==> config.mk <==
export PLATFORM = sky130hd
export DESIGN_NAME = rgb2ycocg_pipe_flat
export DESIGN_NICKNAME = d
export VERILOG_FILES = /design/src/rtl/rgb2ycocg_pkg.sv /design/src/rtl/rgb2ycocg_if.sv /design/src/rtl/rgb2ycocg_core.sv /design/src/rtl/rgb2ycocg_pipe.sv /design/src/flat_wrapper.sv
export SDC_FILE = /design/constraint.sdc
export NUM_CORES = 1
export LEC_CHECK = 0
export CAP_MARGIN = 20
export CORE_UTILIZATION = 43
export CTS_CLUSTER_SIZE = 16
export DETAILED_ROUTE_END_ITERATION = 7
export GPL_TIMING_DRIVEN = 1
export MAX_ROUTING_LAYER = met4
export PLACE_DENSITY = 0.74
export SLEW_MARGIN = 20
export SYNTH_ARGS = -nofsm -noshare
export SYNTH_HDL_FRONTEND = slang
export SYNTH_SLANG_ARGS = --single-unit
export TNS_END_PERCENT = 5
==> constraint.sdc <==
create_clock -name clk -period 17 [get_ports clk]
set_input_delay 4.25 -clock clk [delete_from_list [all_inputs] [get_ports clk]]
set_output_delay 4.25 -clock clk [all_outputs]
set_load 0.02 [all_outputs]
==> src/rtl/rgb2ycocg_pkg.sv <==
// rgb2ycocg_pkg: shared constants, pixel types and maxPoint legality check for the encoder colour path
package rgb2ycocg_pkg;
    localparam int MAXPOINT_8B  = 255;
    localparam int MAXPOINT_10B = 1023;
    localparam int MAXPOINT_12B = 4095;
    localparam int BLK_PIXELS   = 16;
    localparam int CNT_W        = $clog2(BLK_PIXELS);
    localparam int PIX_W        = 12;
    localparam int SPIX_W       = 14;
    typedef logic [PIX_W-1:0] pix_t;
    typedef logic signed [SPIX_W-1:0] spix_t;
    function automatic logic mp_legal(input logic [12:0] mp);
        return mp == 13'(MAXPOINT_8B) || mp == 13'(MAXPOINT_10B) || mp == 13'(MAXPOINT_12B);
    endfunction
endpackage

==> src/rtl/rgb2ycocg_if.sv <==
// rgb2ycocg_if: source pixel stream in, YCoCg pixel stream out, both with valid/ready
interface rgb2ycocg_if;
    import rgb2ycocg_pkg::*;
    logic             in_valid;
    logic             in_ready;
    pix_t             src_r;
    pix_t             src_g;
    pix_t             src_b;
    logic             out_valid;
    logic             out_ready;
    spix_t            dst_y;
    spix_t            dst_co;
    spix_t            dst_cg;
    logic [CNT_W-1:0] out_pos;
    logic             out_last;
    modport master (
        output in_valid, src_r, src_g, src_b, out_ready,
        input  in_ready, out_valid, dst_y, dst_co, dst_cg, out_pos, out_last
    );
    modport slave (
        input  in_valid, src_r, src_g, src_b, out_ready,
        output in_ready, out_valid, dst_y, dst_co, dst_cg, out_pos, out_last
    );
endinterface

==> src/rtl/rgb2ycocg_core.sv <==
// rgb2ycocg_core: combinational YCoCg-R lifting pair; first step from R/B, second step from registered G/t
module rgb2ycocg_core
    import rgb2ycocg_pkg::*;
(
    input  pix_t  r,
    input  pix_t  b,
    input  pix_t  g,
    input  spix_t t_in,
    output spix_t co,
    output spix_t t,
    output spix_t cg,
    output spix_t y
);
    assign co = $signed({2'b00, r}) - $signed({2'b00, b});
    assign t  = $signed({2'b00, b}) + (co >>> 1);
    assign cg = $signed({2'b00, g}) - t_in;
    assign y  = t_in + (cg >>> 1);
endmodule

==> src/rtl/rgb2ycocg_pipe.sv <==
// rgb2ycocg_pipe: two-stage RGB to YCoCg-R pipeline with backpressure, block position and sticky error flags
module rgb2ycocg_pipe #(
    parameter int BLK_PIXELS = rgb2ycocg_pkg::BLK_PIXELS,
    parameter int CNT_W      = rgb2ycocg_pkg::CNT_W
) (
    input  logic        clk,
    input  logic        rst_n,
    input  logic [12:0] maxPoint,
    input  logic        clear,
    rgb2ycocg_if.slave  p,
    output logic        range_err,
    output logic        cfg_err
);
    import rgb2ycocg_pkg::*;
    logic             legal, over, s1_valid, s1_bad, s1_load, s2_load;
    pix_t             r_c, g_c, b_c, s1_g;
    spix_t            co, t, cg, y, s1_co, s1_t;
    logic [CNT_W-1:0] cnt;
    always_comb begin
        legal      = mp_legal(maxPoint);
        over       = {1'b0, p.src_r} > maxPoint || {1'b0, p.src_g} > maxPoint || {1'b0, p.src_b} > maxPoint;
        r_c        = {1'b0, p.src_r} > maxPoint ? pix_t'(maxPoint) : p.src_r;
        g_c        = {1'b0, p.src_g} > maxPoint ? pix_t'(maxPoint) : p.src_g;
        b_c        = {1'b0, p.src_b} > maxPoint ? pix_t'(maxPoint) : p.src_b;
        s2_load    = s1_valid && (!p.out_valid || p.out_ready);
        p.in_ready = !clear && (!s1_valid || s2_load);
        s1_load    = p.in_valid && p.in_ready;
        p.out_pos  = cnt;
        p.out_last = cnt == CNT_W'(BLK_PIXELS - 1);
    end
    rgb2ycocg_core u_core (
        .r(r_c), .b(b_c), .g(s1_g), .t_in(s1_t),
        .co(co), .t(t), .cg(cg), .y(y)
    );
    // clear flushes both stages and the counter but leaves the sticky flags alone
    always_ff @(posedge clk) begin
        if (!rst_n) begin
            s1_valid    <= 1'b0;
            s1_bad      <= 1'b0;
            s1_g        <= '0;
            s1_co       <= '0;
            s1_t        <= '0;
            p.out_valid <= 1'b0;
            p.dst_y     <= '0;
            p.dst_co    <= '0;
            p.dst_cg    <= '0;
            cnt         <= '0;
            range_err   <= 1'b0;
            cfg_err     <= 1'b0;
        end else if (clear) begin
            s1_valid    <= 1'b0;
            p.out_valid <= 1'b0;
            cnt         <= '0;
        end else begin
            s1_valid    <= s1_load || (s1_valid && !s2_load);
            p.out_valid <= s2_load || (p.out_valid && !p.out_ready);
            if (s1_load) begin
                s1_g      <= g_c;
                s1_co     <= co;
                s1_t      <= t;
                s1_bad    <= !legal;
                range_err <= range_err | over;
                cfg_err   <= cfg_err | !legal;
            end
            if (s2_load) begin
                p.dst_y  <= s1_bad ? '0 : y;
                p.dst_co <= s1_bad ? '0 : s1_co;
                p.dst_cg <= s1_bad ? '0 : cg;
            end
            if (p.out_valid && p.out_ready)
                cnt <= cnt == CNT_W'(BLK_PIXELS - 1) ? '0 : cnt + 1'b1;
        end
    end
endmodule

==> src/flat_wrapper.sv <==
// flat-port wrapper written by rule: the top's interface ports become plain ports
module rgb2ycocg_pipe_flat import rgb2ycocg_pkg::*;
#(
    parameter int BLK_PIXELS = rgb2ycocg_pkg::BLK_PIXELS,
    parameter int CNT_W      = rgb2ycocg_pkg::CNT_W
)
  (clk, rst_n, maxPoint, clear, range_err, cfg_err, p_in_valid, p_src_r, p_src_g, p_src_b, p_out_ready, p_in_ready, p_out_valid, p_dst_y, p_dst_co, p_dst_cg, p_out_pos, p_out_last);
  rgb2ycocg_if p_i ();
  input  logic clk;
  input  logic rst_n;
  input  logic [12:0] maxPoint;
  input  logic clear;
  output logic range_err;
  output logic cfg_err;
  input wire logic [$bits(p_i.in_valid)-1:0] p_in_valid;
  input wire logic [$bits(p_i.src_r)-1:0] p_src_r;
  input wire logic [$bits(p_i.src_g)-1:0] p_src_g;
  input wire logic [$bits(p_i.src_b)-1:0] p_src_b;
  input wire logic [$bits(p_i.out_ready)-1:0] p_out_ready;
  output wire logic [$bits(p_i.in_ready)-1:0] p_in_ready;
  output wire logic [$bits(p_i.out_valid)-1:0] p_out_valid;
  output wire logic [$bits(p_i.dst_y)-1:0] p_dst_y;
  output wire logic [$bits(p_i.dst_co)-1:0] p_dst_co;
  output wire logic [$bits(p_i.dst_cg)-1:0] p_dst_cg;
  output wire logic [$bits(p_i.out_pos)-1:0] p_out_pos;
  output wire logic [$bits(p_i.out_last)-1:0] p_out_last;
  assign p_i.in_valid = p_in_valid;
  assign p_i.src_r = p_src_r;
  assign p_i.src_g = p_src_g;
  assign p_i.src_b = p_src_b;
  assign p_i.out_ready = p_out_ready;
  assign p_in_ready = p_i.in_ready;
  assign p_out_valid = p_i.out_valid;
  assign p_dst_y = p_i.dst_y;
  assign p_dst_co = p_i.dst_co;
  assign p_dst_cg = p_i.dst_cg;
  assign p_out_pos = p_i.out_pos;
  assign p_out_last = p_i.out_last;
  rgb2ycocg_pipe #(.BLK_PIXELS(BLK_PIXELS), .CNT_W(CNT_W)) u_core (.clk(clk), .rst_n(rst_n), .maxPoint(maxPoint), .clear(clear), .p(p_i), .range_err(range_err), .cfg_err(cfg_err));
endmodule
==> impl_metrics.json, run 1 <==
{
  "yosysSeqAreaShare_pct": 26.1,
  "hold_viol": 0,
  "rr_endpoint": "u_core.p.dst_y[13]$_SDFFE_PN0P_",
  "drtAntennaViolNets": 0,
  "timing.critical_path.mode_cell": "clkdlybuf4s50_1",
  "max_freq_mhz": 99.2,
  "leakagePower_nw": 3.33,
  "path_class": "input port to output port",
  "dieArea_mm2": 0.0164,
  "avgSynthCellArea_um2": 8.16,
  "finalCritPeriodShare_pct": 59.3,
  "synth_seq_cells": 89,
  "path_depth": 4,
  "slowest_stage": "clkdlybuf4s50_1",
  "cp-startpoint": "p_out_ready",
  "fillCellCount": 1510,
  "synthFlopType": "dfxtp_1",
  "drive_gt1_share_pct": 6.11,
  "boundaryPins": 105,
  "vias": 6347,
  "cp-start-kind": "input port",
  "dp_hpwl_mm": 14.1,
  "cts_hold_buf": 0,
  "drt-initial-drc-count": 372,
  "path_clk_slew_ns": 0.06,
  "root_buffer": "clkbuf_16",
  "crit_arrival_ns": 5.83,
  "place_congestion": 0.899,
  "place.port_buffers": 104,
  "wl_mm": 18.0,
  "grt_overflow_total": 0,
  "critical_path_required_ns": 12.75,
  "viasPerCell": 5.55,
  "synth_edf_count": 0,
  "fin_crit_ns": 10.08,
  "grt_pass1_vias": 6106,
  "grt_pass1_wl_mm": 30.2,
  "worst_pin_slew_ns": 0.667,
  "cp_num_buf_inv": 2,
  "cts_resized": 0,
  "finalMaxSlewViolations": 0,
  "die_h_um": 128,
  "clockBufferDepth": 2,
  "grt_max_degree": 54,
  "area_growth_pct": 22.3,
  "rsz0062_at_grt": "no",
  "outcome": "finished, final reports clean",
  "start_util_pct": 44.5,
  "track_usage_pct": 23.8,
  "crit_path_max_fanout": 5,
  "multi_input_area_mm2": 0.00471,
  "antenna_found_initial": 0,
  "numCtsBuffers": 9,
  "r2r-start": "u_core.s1_t[0]$_SDFFE_PN0P_",
  "finalSetupViolations": 0,
  "drc": 0,
  "slew_headroom_pct": 55.6,
  "wl_per_cell_um": 15.8,
  "ys_warn_count": 0,
  "seq_area_mm2": 0.00178,
  "powerDensity_mw_per_mm2": 106,
  "reg2regPathDepth": 14,
  "synth_async_sr_flop_share_pct": 0,
  "synth.net_count": 983,
  "cts_setup_buffers": 0,
  "min_path_type": "flop to flop",
  "rows": 45,
  "regToRegSetupSlack_ns": 13.01,
  "synth.distinct_cells": 68,
  "die_x_um": 128,
  "syn-cell-area_mm2": 0.00684,
  "drt-pass1-iter-count": 4,
  "clkSinkCount": 89,
  "maxCapViolations": 0,
  "power.total_w": 0.000884,
  "nets": 1073,
  "synthCells": 838,
  "diodes": 0,
  "cts_tree": "done",
  "peakVddDrop_uv": 61.8,
  "max_stage_delay_ns": 0.66,
  "cpLargestDelayFamily": "buffers and inverters",
  "crit_path_end_kind": "output port",
  "tns_ns": 0,
  "clock_latency_ns": 0.35,
  "finalClockSkew_ns": 0.0109,
  "endpoint": "p_in_ready",
  "htree_num_levels": 3,
  "crit_chain": "clkdlybuf4s50_1 -> nor2b_4 -> a21oi_1 -> clkdlybuf4s50_1",
  "core_area_mm2": 0.0154
}
-- synth_stat cells, drive strengths merged, types with 7 or more instances --
| library cell | n | share of area [%] |
|---|---|---|
| nor2 | 66 | 3.6 |
| a21o | 13 | 1.4 |
| a21oi | 93 | 6.8 |
| o21ai | 55 | 4.0 |
| nand2 | 54 | 3.0 |
| or3 | 7 | 0.64 |
| buf | 7 | 0.62 |
| o21bai | 7 | 0.77 |
| xnor2 | 19 | 2.4 |
| mux2 | 21 | 3.5 |
| mux2i | 17 | 2.5 |
| a2111oi | 7 | 0.92 |
| ha | 87 | 16 |
| nor2b | 13 | 1.3 |
| clkbuf | 27 | 1.5 |
| xor2 | 13 | 1.7 |
| nand2b | 7 | 0.64 |
| inv | 55 | 3.0 |
| a211oi | 13 | 1.4 |
| o31a | 7 | 0.90 |
| nand4 | 8 | 0.73 |
| nor3b | 15 | 1.6 |
| o21a | 8 | 0.88 |
| dfxtp | 89 | 26 |
| nand3 | 19 | 1.4 |
| nor3 | 22 | 1.7 |
-- worst reg2reg max path: cells and delay by family, from the launching register on --
| kind | cells | cell delay [ns] |
|---|---|---|
| compound gates | 9 | 2.22 |
| buf+inv | 1 | 0.05 |
| xor+xnor | 1 | 0.22 |
| fa+ha+maj | 3 | 0.98 |
| flops | 1 | 0.40 |
-- registers in the layout (all words and copies together) (netlist names) --
signal,flops
u_core.p.dst_y,14
u_core.p.dst_co,13
u_core.s1_g,12
u_core.p.out_pos,4
u_core.cfg_err,1
u_core.s1_bad,1
u_core.s1_t,14
u_core.s1_valid,1
u_core.p.dst_cg,14
u_core.s1_co,13
u_core.range_err,1
u_core.p.out_valid,1
-- power by group --
part           leakage (nW)  switching [W]  total, W  internal, W
clock network         0.135      0.0000914  0.000193     0.000102
registers             0.725      0.0000130  0.000239     0.000226
logic                  2.47       0.000256  0.000453     0.000197
-- through the flow --
step / utilization (%) / hold slack, ns / worst slack, ns / cells / cell area (um^2)
6_report: 54.4 / 0.450 / 6.92 / 1144 / 8360
5_1_grt: 54.4 / 0.477 / 6.88 / 1144 / 8360
4_1_cts: 54.4 / 0.460 / 6.93 / 1144 / 8360
3_5_place_dp: 52.5 / 0.444 / 6.93 / 1128 / 8070
3_3_place_gp: 52.5 / 0.437 / 6.93 / 1128 / 8070
2_1_floorplan: - / 0.432 / 8.05 / 838 / 6840
-- worst min path at each step --
| stage | start | to | slack [ns] | cells past startpoint |
|---|---|---|---|---|
| 2_1_floorplan | u_core.s1_co[10]$_SDFFE_PN0P_ | u_core.s1_co[10]$_SDFFE_PN0P_ | 0.43 | 2 |
| 3_3_place_gp | u_core.p.dst_y[12]$_SDFFE_PN0P_ | u_core.p.dst_y[12]$_SDFFE_PN0P_ | 0.44 | 2 |
| 3_5_place_dp | u_core.p.dst_y[11]$_SDFFE_PN0P_ | u_core.p.dst_y[11]$_SDFFE_PN0P_ | 0.44 | 2 |
| 4_1_cts | u_core.p.dst_y[11]$_SDFFE_PN0P_ | u_core.p.dst_y[11]$_SDFFE_PN0P_ | 0.46 | 2 |
| 5_1_grt | u_core.p.dst_y[11]$_SDFFE_PN0P_ | u_core.p.dst_y[11]$_SDFFE_PN0P_ | 0.48 | 2 |
| 6_report | u_core.p.dst_y[11]$_SDFFE_PN0P_ | u_core.p.dst_y[11]$_SDFFE_PN0P_ | 0.45 | 2 |
-- cell families after synthesis --
family	count (synthesis)	synth area share (%)
buffers and inverters	90	5.18
AO/OA/AOI/OAI	263	24.6
flip-flops	89	26.1
adder cells (fa/ha/maj)	91	17.1
multiplexers	38	5.95
XOR/XNOR	32	4.10
AND/OR/NAND/NOR	235	17.0
-- final cells by class --
cell class              count  area share (%)
flip-flops and latches     89            21.3
multi-input cells         659            56.3
inverters                  56            2.51
well taps                 211            3.16
clock buffers               9            2.69
clock inverters             7           0.734
repair buffers            113            13.3
-- metal layers --
metal  GRT usage [%]  part of all wire (%)  up-vias
met5               -                     0        -
met4            6.57                   1.5        0
met3            4.13                   4.3       21
met2            39.6                    47      111
met1            29.5                    47     2948
li1                -                     -     3267
-- cell usage in the layout (no fill, tap or decap), types with 21 or more instances in the layout --
cell and count:
nor3_1 21, a21oi_1 93, nor2_1 66, nand2_1 54, ha_1 87, o21ai_0 53, dfxtp_1 89, inv_1 55
mux2_2 21, clkdlybuf4s50_1 104
Note: power is estimated with default switching activity, not from simulation.
==> run 2: changes to the inputs <==
PLACE_DENSITY = 0.77   (was 0.74)
clock period = 8.2 ns   (was 17 ns; I/O delays follow)
==> run 2 against run 1 <==
Compared with the run above: non-clock buffer count grew 2; combinational power increased by 110%; critical path depth grew 18; wire length grew 1.1%; clock power is 120% higher; clock skew shrank 0.0028 ns; largest power group unchanged; cell area up 0.49%; highest routed layer unchanged; sequential power rose by 110%; worst setup slack worse by 6.3 ns; sequential cell count unchanged; utilization up 0.27 points.
==> impl_metrics.json, run 2 (synthesis gave the netlist of run 1 again) <==
{
  "max_freq_mhz": 132,
  "power.total_w": 0.00186,
  "p_int_w": 0.00113,
  "htree_num_levels": 3,
  "p_sw_w": 0.000728,
  "antenna_found_initial": 0,
  "drt-initial-drc-count": 532,
  "wl_per_cell_um": 15.9,
  "place_congestion": 1.00,
  "leakagePower_nw": 3.36,
  "outcome": "finished, final reports clean",
  "area_growth_pct": 22.9,
  "cts_hold_buf": 0,
  "hold_viol": 0,
  "cts_setup_buffers": 0,
  "cts_tree": "done",
  "worst_hold_slack_ns": 0.453,
  "numCtsBuffers": 9,
  "fillCellCount": 1448,
  "reg.largest.list": "u_core.p.dst_cg (14), u_core.p.dst_y (14), u_core.s1_t (14)",
  "fin_crit_ns": 7.55,
  "finalClockSkew_ns": 0.00810,
  "die_x_um": 128,
  "rows": 45,
  "finalMaxSlewViolations": 0,
  "core_area_mm2": 0.0154,
  "critical_path_required_ns": 8.42,
  "mostFrequentLayoutCell": "clkdlybuf4s50_1",
  "root_buffer": "clkbuf_16",
  "grt_overflow_total": 0,
  "grt_pass1_wl_mm": 29.9,
  "path_clk_slew_ns": 0.07,
  "clockBufferDepth": 2,
  "dp_hpwl_mm": 14.1,
  "diodes": 0,
  "grt_max_degree": 54,
  "wl_mm": 18.2,
  "crit_arrival_ns": 7.77,
  "finalCritPeriodShare_pct": 92.1,
  "cp-start-kind": "input port",
  "slew_headroom_pct": 58.5,
  "grt_pass1_vias": 6167,
  "final_core_util_pct": 54.6,
  "clock_latency_ns": 0.34,
  "rsz0062_at_grt": "no",
  "multi_input_area_mm2": 0.00471,
  "crit_path_max_fanout": 7,
  "p_comb_share_pct": 50.8,
  "die_h_um": 128,
  "min_path_type": "flop to flop",
  "power_frac_seq_pct": 26.7,
  "clkSinkCount": 89,
  "track_usage_pct": 23.4,
  "crit_path_end_kind": "flop",
  "boundaryPins": 105,
  "drtAntennaViolNets": 0,
  "drive_gt1_share_pct": 6.21,
  "maxCapViolations": 0,
  "tns_ns": 0,
  "path_class": "input port to flop",
  "worst_pin_slew_ns": 0.607,
  "cts_resized": 0,
  "drc": 0,
  "viasPerCell": 5.63,
  "p_clk_share_pct": 22.5,
  "place.port_buffers": 104,
  "switching_share_pct": 39.2,
  "seq_area_mm2": 0.00178,
  "powerDensity_mw_per_mm2": 221,
  "peakVddDrop_uv": 154,
  "drt-pass1-iter-count": 5,
  "layout_common_cells": "104 x clkdlybuf4s50_1, 93 x a21oi_1, 89 x dfxtp_1",
  "dieArea_mm2": 0.0164,
  "vias": 6441,
  "finalSetupViolations": 0,
  "nets": 1075,
  "start_util_pct": 44.5
}
==> run 2: per-layer routing <==
| metal | vias up | global-route usage, % | share of wire, % |
|---|---|---|---|
| met5 | - | - | 0 |
| met1 | 3001 | 29.5 | 47 |
| met3 | 14 | 3.30 | 4.3 |
| met2 | 157 | 39.5 | 47 |
| met4 | 0 | 5.40 | 1.2 |
| li1 | 3269 | - | - |
==> run 2: worst max-delay path, cell delays in order <==
cell             delay [ns]
clkdlybuf4s50_1        0.55
inv_1                  0.12
ha_1                   0.34
nand3_1                0.12
o21bai_1               0.18
a31o_2                 0.21
a221oi_2               0.54
mux2i_1                0.43
ha_1                   0.31
nor2b_1                0.14
o31a_1                 0.27
o31a_1                 0.29
o21ai_0                0.22
nand2_1                0.13
xor2_1                 0.16
ha_1                   0.37
a2111oi_0              0.40
o21ai_0                0.25
a32oi_1                0.30
a21oi_1                0.12
xnor2_1                0.17
o21ai_0                0.11
==> run 2: path summary, 6_finish.rpt <==
check | start | depth (start not counted) | end | slack (ns)
min reg2reg | u_core.p.dst_y[12]$_SDFFE_PN0P_ | 2 | u_core.p.dst_y[12]$_SDFFE_PN0P_ | 0.45
max | maxPoint[4] | 22 | u_core.s1_t[11]$_SDFFE_PN0P_ | 0.65
min | u_core.p.dst_y[12]$_SDFFE_PN0P_ | 2 | u_core.p.dst_y[12]$_SDFFE_PN0P_ | 0.45
max reg2reg | u_core.s1_t[0]$_SDFFE_PN0P_ | 14 | u_core.p.dst_y[13]$_SDFFE_PN0P_ | 4.26
==> run 2: final cells by class <==
cell class / instances / share of cell area (%)
multi-input cells: 659 / 56.0
flip-flops and latches: 89 / 21.2
repair buffers: 115 / 13.5
well taps: 211 / 3.14
clock buffers: 11 / 3.01
inverters: 56 / 2.50
clock inverters: 4 / 0.626
==> run 2: power groups by stage <==
stage / combinational, W / sequential (W) / clock (W)
3_3_place_gp: 0.000916 / 0.000504 / 0
2_1_floorplan: 0.000699 / 0.000507 / 0
4_1_cts: 0.000935 / 0.000495 / 0.000429
3_5_place_dp: 0.000925 / 0.000504 / 0
5_1_grt: 0.00105 / 0.000499 / 0.000446
6_report: 0.000944 / 0.000495 / 0.000418
==> run 2: per-stage QoR <==
stage | worst slack (ns) | cell area [um^2] | cells
global route | 0.183 | 8400 | 1145
finish | 0.650 | 8400 | 1145
detailed placement | 0.446 | 8080 | 1129
global placement | 0.416 | 8080 | 1129
floorplan | 1.48 | 6840 | 838
CTS | 0.710 | 8380 | 1144
